`config.mk`:
```
export PLATFORM = sky130hd
export DESIGN_NAME = clk_div_sched
export DESIGN_NICKNAME = d
export VERILOG_FILES = /design/src/rtl/clk_div_pkg.sv /design/src/rtl/clk_div_core.sv /design/src/rtl/clk_div_sched.sv
export SDC_FILE = /design/constraint.sdc
export NUM_CORES = 1
export LEC_CHECK = 0
export ABC_CLOCK_PERIOD_IN_PS = 5540
export BUFFER_PORTS_ARGS = -buffer_cell sky130_fd_sc_hd__buf_4
export CAP_MARGIN = 20
export CORE_AREA = 8 8 82 84
export CTS_CLUSTER_SIZE = 10
export DETAILED_ROUTE_END_ITERATION = 6
export DIE_AREA = 0 0 90 92
export MAX_ROUTING_LAYER = met4
export PLACE_DENSITY = 0.77
export SETUP_SLACK_MARGIN = 0.05
export SYNTH_ARGS = -nofsm -noshare
export SYNTH_HDL_FRONTEND = slang
export SYNTH_SLANG_ARGS = --single-unit
```
`constraint.sdc`:
```
create_clock -name i_CLK -period 5.54 [get_ports i_CLK]
set_clock_uncertainty 0.05 [all_clocks]
set_input_delay 0 -clock i_CLK [delete_from_list [all_inputs] [get_ports i_CLK]]
set_output_delay 0 -clock i_CLK [all_outputs]
set_load 0.05 [all_outputs]
```
`src/rtl/clk_div_pkg.sv`:
```
// Shared types and helpers for the run-time clock divider controller.
package clk_div_pkg;

  typedef enum logic [1:0] {
    IDLE = 2'd0,
    RUN  = 2'd1,
    PEND = 2'd2,
    STOP = 2'd3
  } state_e;

  localparam int CNT_W_DEF        = 16;
  localparam int DEFAULT_HALF_DEF = 10;

  function automatic logic [31:0] half_clamp(input logic [31:0] v);
    half_clamp = (v == 32'd0) ? 32'd1 : v;
  endfunction

endpackage

```
`src/rtl/clk_div_core.sv`:
```
// Half-period counter, terminal compare, divided-clock toggle and rising-edge tick.
module clk_div_core
  import clk_div_pkg::*;
#(
  parameter int CNT_W        = CNT_W_DEF,
  parameter int DEFAULT_HALF = DEFAULT_HALF_DEF
) (
  input  logic             clk,
  input  logic             rst,
  input  logic             run,
  input  logic             load_half,
  input  logic [CNT_W-1:0] half_in,
  output logic             clk_o,
  output logic             tick_o,
  output logic             fall_o,
  output logic [CNT_W-1:0] half_cur
);

  logic [CNT_W-1:0] cnt_q, cnt_d;
  logic [CNT_W-1:0] half_q, half_d;
  logic             clk_q, clk_d;
  logic             tick_q, tick_d;
  logic             term;

  // half_q is never 0, so half_q-1 cannot underflow
  assign term   = (cnt_q == (half_q - CNT_W'(1)));
  assign fall_o = term && clk_q;

  always_comb begin
    cnt_d  = cnt_q;
    clk_d  = clk_q;
    tick_d = 1'b0;
    half_d = load_half ? half_in : half_q;
    if (!run) begin
      cnt_d = '0;
      clk_d = 1'b0;
    end else if (term) begin
      cnt_d  = '0;
      clk_d  = ~clk_q;
      tick_d = ~clk_q;
    end else begin
      cnt_d = cnt_q + CNT_W'(1);
    end
  end

  always_ff @(posedge clk) begin
    if (rst) begin
      cnt_q  <= '0;
      clk_q  <= 1'b0;
      tick_q <= 1'b0;
      half_q <= CNT_W'(DEFAULT_HALF);
    end else begin
      cnt_q  <= cnt_d;
      clk_q  <= clk_d;
      tick_q <= tick_d;
      half_q <= half_d;
    end
  end

  assign clk_o    = clk_q;
  assign tick_o   = tick_q;
  assign half_cur = half_q;

endmodule

```
`src/rtl/clk_div_sched.sv`:
```
// Glitch-free start/stop/retune sequencer for the programmable clock divider.
// Optional macro CLK_DIV_SCHED_CNT_EN adds the o_EDGE_CNT tick counter output.
module clk_div_sched
  import clk_div_pkg::*;
#(
  parameter int CNT_W        = CNT_W_DEF,
  parameter int DEFAULT_HALF = DEFAULT_HALF_DEF
) (
  input  logic             i_CLK,
  input  logic             i_RST,
  input  logic             i_EN,
  input  logic             i_CFG_VALID,
  input  logic [CNT_W-1:0] i_CFG_HALF,
  output logic             o_CFG_READY,
  output logic             o_CLK,
  output logic             o_TICK,
  output logic             o_BUSY,
  output logic [CNT_W-1:0] o_HALF_CUR
`ifdef CLK_DIV_SCHED_CNT_EN
  ,
  output logic [31:0]      o_EDGE_CNT
`endif
);

  state_e           state_q, state_d;
  logic [CNT_W-1:0] half_nxt_q, half_nxt_d;
  logic             nxt_vld_q, nxt_vld_d;
  logic             ready_q, ready_d;
  logic             busy_q, busy_d;
  logic             accept, fall, stop_low, core_run, load_half;
  logic [CNT_W-1:0] cfg_half, half_in;

  assign accept   = i_CFG_VALID && ready_q;
  assign cfg_half = CNT_W'(half_clamp(32'(i_CFG_HALF)));
  // Stopping during a low phase freezes the divider at once so no runt high pulse escapes
  assign stop_low = ((state_q == RUN) || (state_q == PEND)) && !i_EN && !o_CLK;
  assign core_run = (state_q != IDLE) && !stop_low;

  clk_div_core #(.CNT_W(CNT_W), .DEFAULT_HALF(DEFAULT_HALF)) u_core (
    .clk       (i_CLK),
    .rst       (i_RST),
    .run       (core_run),
    .load_half (load_half),
    .half_in   (half_in),
    .clk_o     (o_CLK),
    .tick_o    (o_TICK),
    .fall_o    (fall),
    .half_cur  (o_HALF_CUR)
  );

  always_ff @(posedge i_CLK) begin
    if (i_RST) begin
      state_q    <= IDLE;
      half_nxt_q <= '0;
      nxt_vld_q  <= 1'b0;
      ready_q    <= 1'b1;
      busy_q     <= 1'b0;
    end else begin
      state_q    <= state_d;
      half_nxt_q <= half_nxt_d;
      nxt_vld_q  <= nxt_vld_d;
      ready_q    <= ready_d;
      busy_q     <= busy_d;
    end
  end

  always_comb begin
    state_d = state_q;
    case (state_q)
      IDLE: state_d = i_EN ? RUN : IDLE;
      RUN: begin
        if (!i_EN)       state_d = (!o_CLK || fall) ? IDLE : STOP;
        else if (accept) state_d = PEND;
        else             state_d = RUN;
      end
      PEND: begin
        if (!i_EN)     state_d = (!o_CLK || fall) ? IDLE : STOP;
        else if (fall) state_d = RUN;
        else           state_d = PEND;
      end
      STOP:    state_d = fall ? IDLE : STOP;
      default: state_d = IDLE;
    endcase
  end

  // A pending half-period is applied only on a 1->0 toggle or on the way into IDLE
  always_comb begin
    load_half  = 1'b0;
    half_in    = half_nxt_q;
    half_nxt_d = half_nxt_q;
    nxt_vld_d  = nxt_vld_q;
    if (accept && ((state_q == IDLE) || (state_d == IDLE))) begin
      load_half = 1'b1;
      half_in   = cfg_half;
    end else if (accept) begin
      half_nxt_d = cfg_half;
      nxt_vld_d  = 1'b1;
    end else if (nxt_vld_q && ((state_d == IDLE) || ((state_q == PEND) && (state_d == RUN)))) begin
      load_half = 1'b1;
      nxt_vld_d = 1'b0;
    end else begin
      load_half = 1'b0;
    end
    ready_d = (state_d == IDLE) || (state_d == RUN);
    busy_d  = (state_d != IDLE);
  end

  assign o_CFG_READY = ready_q;
  assign o_BUSY      = busy_q;

`ifdef CLK_DIV_SCHED_CNT_EN
  logic [31:0] edge_cnt_q, edge_cnt_d;

  always_comb begin
    edge_cnt_d = o_TICK ? (edge_cnt_q + 32'd1) : edge_cnt_q;
  end

  always_ff @(posedge i_CLK) begin
    if (i_RST) edge_cnt_q <= 32'd0;
    else       edge_cnt_q <= edge_cnt_d;
  end

  assign o_EDGE_CNT = edge_cnt_q;
`endif

endmodule

```
==> results of run 1 <==
==> flip-flops by register name, indices dropped and copies added, names as in the netlist <==
signal and flops:
nxt_vld_q 1, u_core.half_cur 16, u_core.tick_o 1, state_q 2, half_nxt_q 16, o_BUSY 1
u_core.cnt_q 16, u_core.clk_o 1, o_CFG_READY 1
==> layout make-up <==
class                           instances  area, µm²
Fill cell                             478       1778
Sequential cell                        55       1101
Multi-Input combinational cell        277       1863
Tap cell                               72      90.09
Timing Repair Buffer                   55      452.9
Clock inverter                          2      17.52
Inverter                                9      33.78
Clock buffer                            5      68.82
==> kinds of logic after synthesis <==
logic type,synth area share (%)
adder cells (fa/ha/maj),2.398
AO/OA/AOI/OAI,15.39
flip-flops,35.17
buffers and inverters,5.315
XOR/XNOR,9.792
multiplexers,6.075
AND/OR/NAND/NOR,25.86
==> cell usage after synthesis, drive strengths merged <==
cell type | number | area, µm²
buf | 11 | 91.33
and2 | 1 | 6.260
and4b | 1 | 10.01
nand3 | 23 | 120.1
ha | 6 | 75.07
a22oi | 13 | 97.59
a2111o | 1 | 11.26
nand3b | 3 | 22.52
nand4b | 2 | 17.52
nor2b | 2 | 12.51
o311ai | 1 | 8.760
inv | 9 | 33.78
nand4 | 8 | 56.30
a211o | 2 | 17.52
a31oi | 4 | 25.02
xor2 | 18 | 157.7
a21oi | 19 | 110.1
o21ai | 6 | 33.78
a21boi | 1 | 7.510
a311oi | 1 | 15.01
or3 | 2 | 12.51
and4 | 2 | 17.52
o21bai | 3 | 33.78
mux2i | 19 | 190.2
nor4b | 2 | 38.78
a41o | 1 | 10.01
clkbuf | 11 | 41.29
nand2 | 24 | 92.59
and4bb | 1 | 12.51
a311o | 1 | 11.26
dfxtp | 55 | 1101
a21o | 2 | 15.01
or4 | 3 | 22.52
o211ai | 2 | 28.78
and3 | 5 | 31.28
nor4 | 6 | 52.55
nor2 | 58 | 217.7
xnor2 | 17 | 148.9
a41oi | 2 | 25.03
a211oi | 3 | 22.52
a31o | 1 | 8.760
nor3 | 11 | 66.32
==> per-layer routing <==
metal | wire length, µm | GRT usage (%)
met1 | 3505 | 22.74
met2 | 3557 | 29.45
met3 | 306 | 3.260
met4 | 51 | 4.022
met5 | 0 | -
==> per-stage QoR <==
stage	hold slack (ns)	utilization [%]
2_1_floorplan	0.03835	-
3_3_place_gp	0.2039	62.55
3_5_place_dp	0.2135	62.55
4_1_cts	0.03819	67.11
5_1_grt	0.04966	67.11
6_report	0.04106	67.11
==> worst reg2reg max path, cell delays in order, from the launching register on <==
cell      delay [ns]
dfxtp_1         0.39
inv_1           0.08
ha_1            0.41
nor4b_4         0.47
nand4_1         0.15
and4_1          0.23
or4_1           0.54
and4bb_2        0.38
nand2_2         0.11
o21ai_2         0.20
and4_1          0.59
nand2_1         0.14
a311oi_2        0.25
==> where the power goes <==
group	switching, µW	internal, µW
clock network	131	89.2
logic	89.8	61.1
registers	18.7	405
==> worst max-delay path by stage <==
stage                                            endpoint  cells after the start                             from  slack (ns)
after floorplan                half_nxt_q[7]$_SDFFE_PP0P_                     14  u_core.half_cur[0]$_SDFFE_PP0P_        1.78
after global routing      u_core.half_cur[0]$_SDFFE_PP0P_                     12  u_core.half_cur[0]$_SDFFE_PP0P_        1.21
after detailed placement  u_core.half_cur[0]$_SDFFE_PP0P_                     12  u_core.half_cur[0]$_SDFFE_PP0P_        1.53
after CTS                 u_core.half_cur[0]$_SDFFE_PP0P_                     12  u_core.half_cur[0]$_SDFFE_PP0P_        1.51
after global placement    u_core.half_cur[0]$_SDFFE_PP0P_                     12  u_core.half_cur[0]$_SDFFE_PP0P_        1.68
final                     u_core.half_cur[0]$_SDFFE_PP0P_                     12  u_core.half_cur[0]$_SDFFE_PP0P_        1.47
==> reports/results.tsv, run 1 <==
stage	metric	value	unit
route	postRouteAntennaNets	0	
layout	antenna_cells	0	
die	dieArea	0.008280	mm²
die	core	0.005405	mm²
setup_path	critPathRequiredTime	5.72	ns
sta	period_needed	4.070	ns
die	die_h	92	µm
placed_design	place_ws	1.530	ns
route	firstDrtPassIters	6	
clock_tree	cts_setup_buffers	0	
yosys	seq_area_frac_synth	35.17	%
placed_design	dpl.cell_count	452	
placed_design	dpl_cell_area	0.003381	mm²
sta	setup-violations-final	0	
layout	finalNetCount	429	
global_routing	grt_max_degree	41	
yosys	yosys_warnings	0	
sta	max_freq	245.7	MHz
setup_path	cp_top_family	simple AND/OR/NAND/NOR gates	
placed_design	gp_congestion	0.8233	
die	initial_core_util	57.92	%
min_path	hold_path.startpoint	i_CFG_HALF[0]	
global_routing	grt_pass1_vias	2558	
sta	finalCritPeriodShare	73.47	%
setup_path	slowest_stage	and4_1	
yosys	syn_nets	389	
setup_path	cp.arrival	4.25	ns
global_routing	grt_use_total	18.05	%
sta	finalWorstSetupSlack	1.470	ns
setup_path	r2r-start	u_core.half_cur[0]$_SDFFE_PP0P_	
min_path	worstHoldPathType	input pin to flop	
sta	rsz0062_at_grt	no	
route	drc	0	
placed_design	place_hpwl	5.401	mm
route	drt_iter0_drc	160	
clock_tree	cts_tree	yes	
clock_tree	post_cts_resized	0	
route	drt-total-wl	7.421	mm
yosys	synthCells	363	
job	drv_cap	0	
route	dr_total_vias	2761	
setup_path	worstSetupPathType	flop to flop	
sta	worstMarginPinSlew	0.7182	ns
layout	final_area	0.003627	mm²
yosys	synth-seq-cells	55	
power_and_ir_drop	powerDensity	219.1	mW/mm²
placed_design	port_buffers	39	
min_path	min_to	half_nxt_q[0]$_SDFFE_PP0P_	
layout	drive_gt1_share	15.63	%
sta	final.setup.tns	0	ns
setup_path	crit_chain	inv_1 > ha_1 > nor4b_4 > nand4_1 > and4_1 > or4_1 > and4bb_2 > nand2_2 > o21ai_2 > and4_1 > nand2_1 > a311oi_2	
die	ios	40	
sta	final_hold_viol_count	0	
global_routing	grt_pass1_wl	12.26	mm
yosys	yosysUniqueCellTypes	58	
global_routing	grt_antenna_before_repair	0	
clock_tree	cts_sinks	55	
clock_tree	clock_path_buffers	2	
route	post_drt_wl_per_cell	15.62	µm
power_and_ir_drop	total_power	794.7	µW
clock_tree	cts-root-buf	clkbuf_8	
setup_path	cp.buffers_inverters	1	
power_and_ir_drop	leakage	0.001317	µW
yosys	syn_area_per_cell	8.624	µm²
run_status	outcome	finished, final reports clean	
clock_tree	holdBufCountCts	16	
setup_path	reg2reg_depth	12	
setup_path	crit_top_cell	and4_1	
layout	layout_common_cells	nor2_1 (58), dfxtp_1 (55), buf_4 (39)	
global_routing	overflow	0	
clock_tree	cts_buffers	5	
setup_path	timing.rr.end	u_core.half_cur[0]$_SDFFE_PP0P_	
power_and_ir_drop	ir_drop	0.1592	mV
yosys	synth.cell_area	0.003131	mm²
layout	area_delta_synth_final	15.87	%
sta	timing.slew.headroom	52.02	%
sta	slew_viol_final	0	
layout	final_common_cell	nor2_1	
setup_path	cp_max_fo	16	
die	die_w	90	µm
min_path	hold_depth	4	
clock_tree	cts_htree_levels	2	
layout	fin_cells	475	
setup_path	cp-end-kind	flop	
setup_path	startpoint_type	flop	
clock_tree	clkLatencyLatePin	0.31	ns
route	via_per_inst	5.813	
clock_tree	clk_pin_slew	0.10	ns
die	rows	27	
setup_path	slowest_delay	0.59	ns
setup_path	reg2reg_slack	1.47	ns
Note: power is estimated with default switching activity, not from simulation.
==> inputs of run 2 (changes only) <==
- ABC_CLOCK_PERIOD_IN_PS: 5540 -> 3800
- CORE_AREA: 8 8 82 84 -> 8 8 83 85
- DIE_AREA: 0 0 90 92 -> 0 0 91 93
- PLACE_DENSITY: 0.77 -> 0.75
- clock period: 5.54 -> 3.8 ns (I/O delays scaled with it)
==> reports/results.tsv, run 2 (synthesis gave the netlist of run 1 again) <==
stage	metric	value	unit
run_status	outcome	finished, final reports clean	
setup_path	worstSetupPathType	flop to flop	
route	top_layer	met4	
sta	setup-violations-final	0	
layout	n_fill_cell	478	
route	dr_total_vias	2778	
global_routing	grt_pass1_vias	2688	
min_path	worstHoldPathType	input pin to flop	
die	die_w	91	µm
die	initial_core_util	55.16	%
sta	slew_viol_final	0	
die	rows	28	
route	wl_met3	264	µm
global_routing	grt_max_degree	41	
setup_path	reg2reg_depth	14	
power_and_ir_drop	internal-power	823.6	µW
route	postRouteAntennaNets	0	
global_routing	grt_use_total	18.65	%
power_and_ir_drop	power_frac_seq	51.4	%
clock_tree	cts_buffers	5	
global_routing	grt_antenna_before_repair	0	
setup_path	startpoint_type	flop	
setup_path	timing.rr.end	u_core.half_cur[8]$_SDFFE_PP0P_	
global_routing	grt_pass1_wl	12.89	mm
job	drv_cap	0	
layout	fin_util	65.56	%
power_and_ir_drop	total_power	1205	µW
clock_tree	clk_pin_slew	0.12	ns
layout	layout_common_cells	nor2_1 (58), dfxtp_1 (53), buf_4 (44)	
power_and_ir_drop	netSwitchingPower	381.5	µW
setup_path	reg2reg_slack	0.25	ns
die	die_h	93	µm
power_and_ir_drop	ir_drop	0.2503	mV
layout	finalNetCount	435	
clock_tree	cts-root-buf	clkbuf_8	
sta	rsz0062_at_grt	no	
power_and_ir_drop	clkPwrFrac	30.2	%
setup_path	r2r-start	u_core.half_cur[0]$_SDFFE_PP0P_	
power_and_ir_drop	leakage	0.001358	µW
clock_tree	clock_path_buffers	2	
route	firstDrtPassIters	5	
sta	worstMarginPinSlew	0.5475	ns
route	drt-met1-wl	3.546	mm
setup_path	crit_path_start	u_core.half_cur[0]$_SDFFE_PP0P_	
placed_design	gp_congestion	0.9153	
sta	max_freq	282.0	MHz
setup_path	critPathRequiredTime	4.02	ns
global_routing	overflow	0	
sta	timing.slew.headroom	63.22	%
route	via_per_inst	5.728	
clock_tree	cts_htree_levels	2	
setup_path	cp-end-kind	flop	
layout	final_common_cell	nor2_1	
die	ios	40	
clock_tree	cts_tree	yes	
setup_path	cp.arrival	3.76	ns
placed_design	place_hpwl	5.416	mm
route	drt_iter0_drc	186	
sta	final.setup.tns	0	ns
clock_tree	clkLatencyLatePin	0.32	ns
die	dieArea	0.008463	mm²
placed_design	port_buffers	39	
route	post_drt_wl_per_cell	15.46	µm
route	drt-total-wl	7.500	mm
layout	area_delta_synth_final	18.86	%
power_and_ir_drop	switching_share	31.65	%
route	wl_met2	3.570	mm
die	core	0.005675	mm²
setup_path	crit_end	u_core.half_cur[8]$_SDFFE_PP0P_	
sta	final_hold_viol_count	0	
sta	finalCritPeriodShare	93.33	%
power_and_ir_drop	powerDensity	323.9	mW/mm²
setup_path	cp_max_fo	11	
layout	drive_gt1_share	18.29	%
clock_tree	cts_sinks	55	
layout	antenna_cells	0	
power_and_ir_drop	pwr-share-comb	18.5	%
route	drc	0	
sta	period_needed	3.546	ns
[run 2: cell types whose count changed in the layout (fill, tap and decap cells not counted), sizes merged]
| cell | previous run | this run |
|---|---|---|
| inv | 10 | 11 |
| buf | 39 | 45 |
[run 2: timing repair]
item / 4_1_cts / 5_1_grt
hold buffers: 16 / 0
endpoints found under the setup margin: 0 / 16
hold endpoints to repair: 31 / 0
setup buffers: 0 / 1
gates resized for setup: 0 / 6
[run 2: worst min path at each step]
stage | startpoint | to | slack [ns] | cells past startpoint
5_1_grt | i_RST | half_nxt_q[5]$_SDFFE_PP0P_ | 0.04 | 2
3_5_place_dp | i_CFG_HALF[4] | half_nxt_q[4]$_SDFFE_PP0P_ | 0.21 | 3
3_3_place_gp | i_CFG_HALF[13] | half_nxt_q[13]$_SDFFE_PP0P_ | 0.21 | 3
4_1_cts | i_CFG_HALF[0] | half_nxt_q[0]$_SDFFE_PP0P_ | 0.02 | 4
2_1_floorplan | i_RST | state_q[1]$_SDFF_PP0_ | 0.04 | 1
6_report | i_RST | half_nxt_q[4]$_SDFFE_PP0P_ | 0.03 | 2
[run 2: layer usage]
metal / track usage, % / up-vias
li1: - / 1387
met2: 29.44 / 61
met3: 3.285 / 10
met4: 6.958 / 0
met1: 23.39 / 1320
met5: - / -
[run 2: layout make-up]
| cell class | count | area (µm²) | share of cell area [%] |
|---|---|---|---|
| flip-flops and latches | 55 | 1104 | 29.66 |
| well taps | 75 | 93.84 | 2.522 |
| repair buffers | 61 | 510.5 | 13.72 |
| multi-input cells | 277 | 1877 | 50.44 |
| inverters | 9 | 33.78 | 0.9079 |
| clock buffers | 5 | 68.82 | 1.849 |
| clock inverters | 3 | 33.78 | 0.9079 |
[run 2: power groups by stage]
stage	Clock [µW]	Combinational [µW]	Sequential (µW)
2_1_floorplan	0	116	660
5_1_grt	390	241	622
3_5_place_dp	0	206	631
4_1_cts	372	220	618
3_3_place_gp	0	204	631
6_report	364	223	619
[run 2: stage by stage]
step	worst slack (ns)	hold slack [ns]	cell area, µm²	instances
2_1_floorplan	0.09435	0.03835	3132	363
4_1_cts	0.06093	0.02021	3699	484
6_report	0.2536	0.03430	3721	485
5_1_grt	0.07947	0.03910	3721	485
3_3_place_gp	0.1740	0.2101	3436	460
3_5_place_dp	0.07276	0.2106	3436	460
[run 2: critical path: stages (launching register included)]
cell and delay, ns:
dfxtp_2 0.40, inv_1 0.06, ha_2 0.23, nor4b_4 0.16
buf_4 0.18, a211o_1 0.27, and4_1 0.17, or4_1 0.54
and4bb_2 0.37, nand2_2 0.11, o21ai_2 0.23, and4_4 0.30
buf_4 0.20, a22oi_1 0.10, a21oi_1 0.13
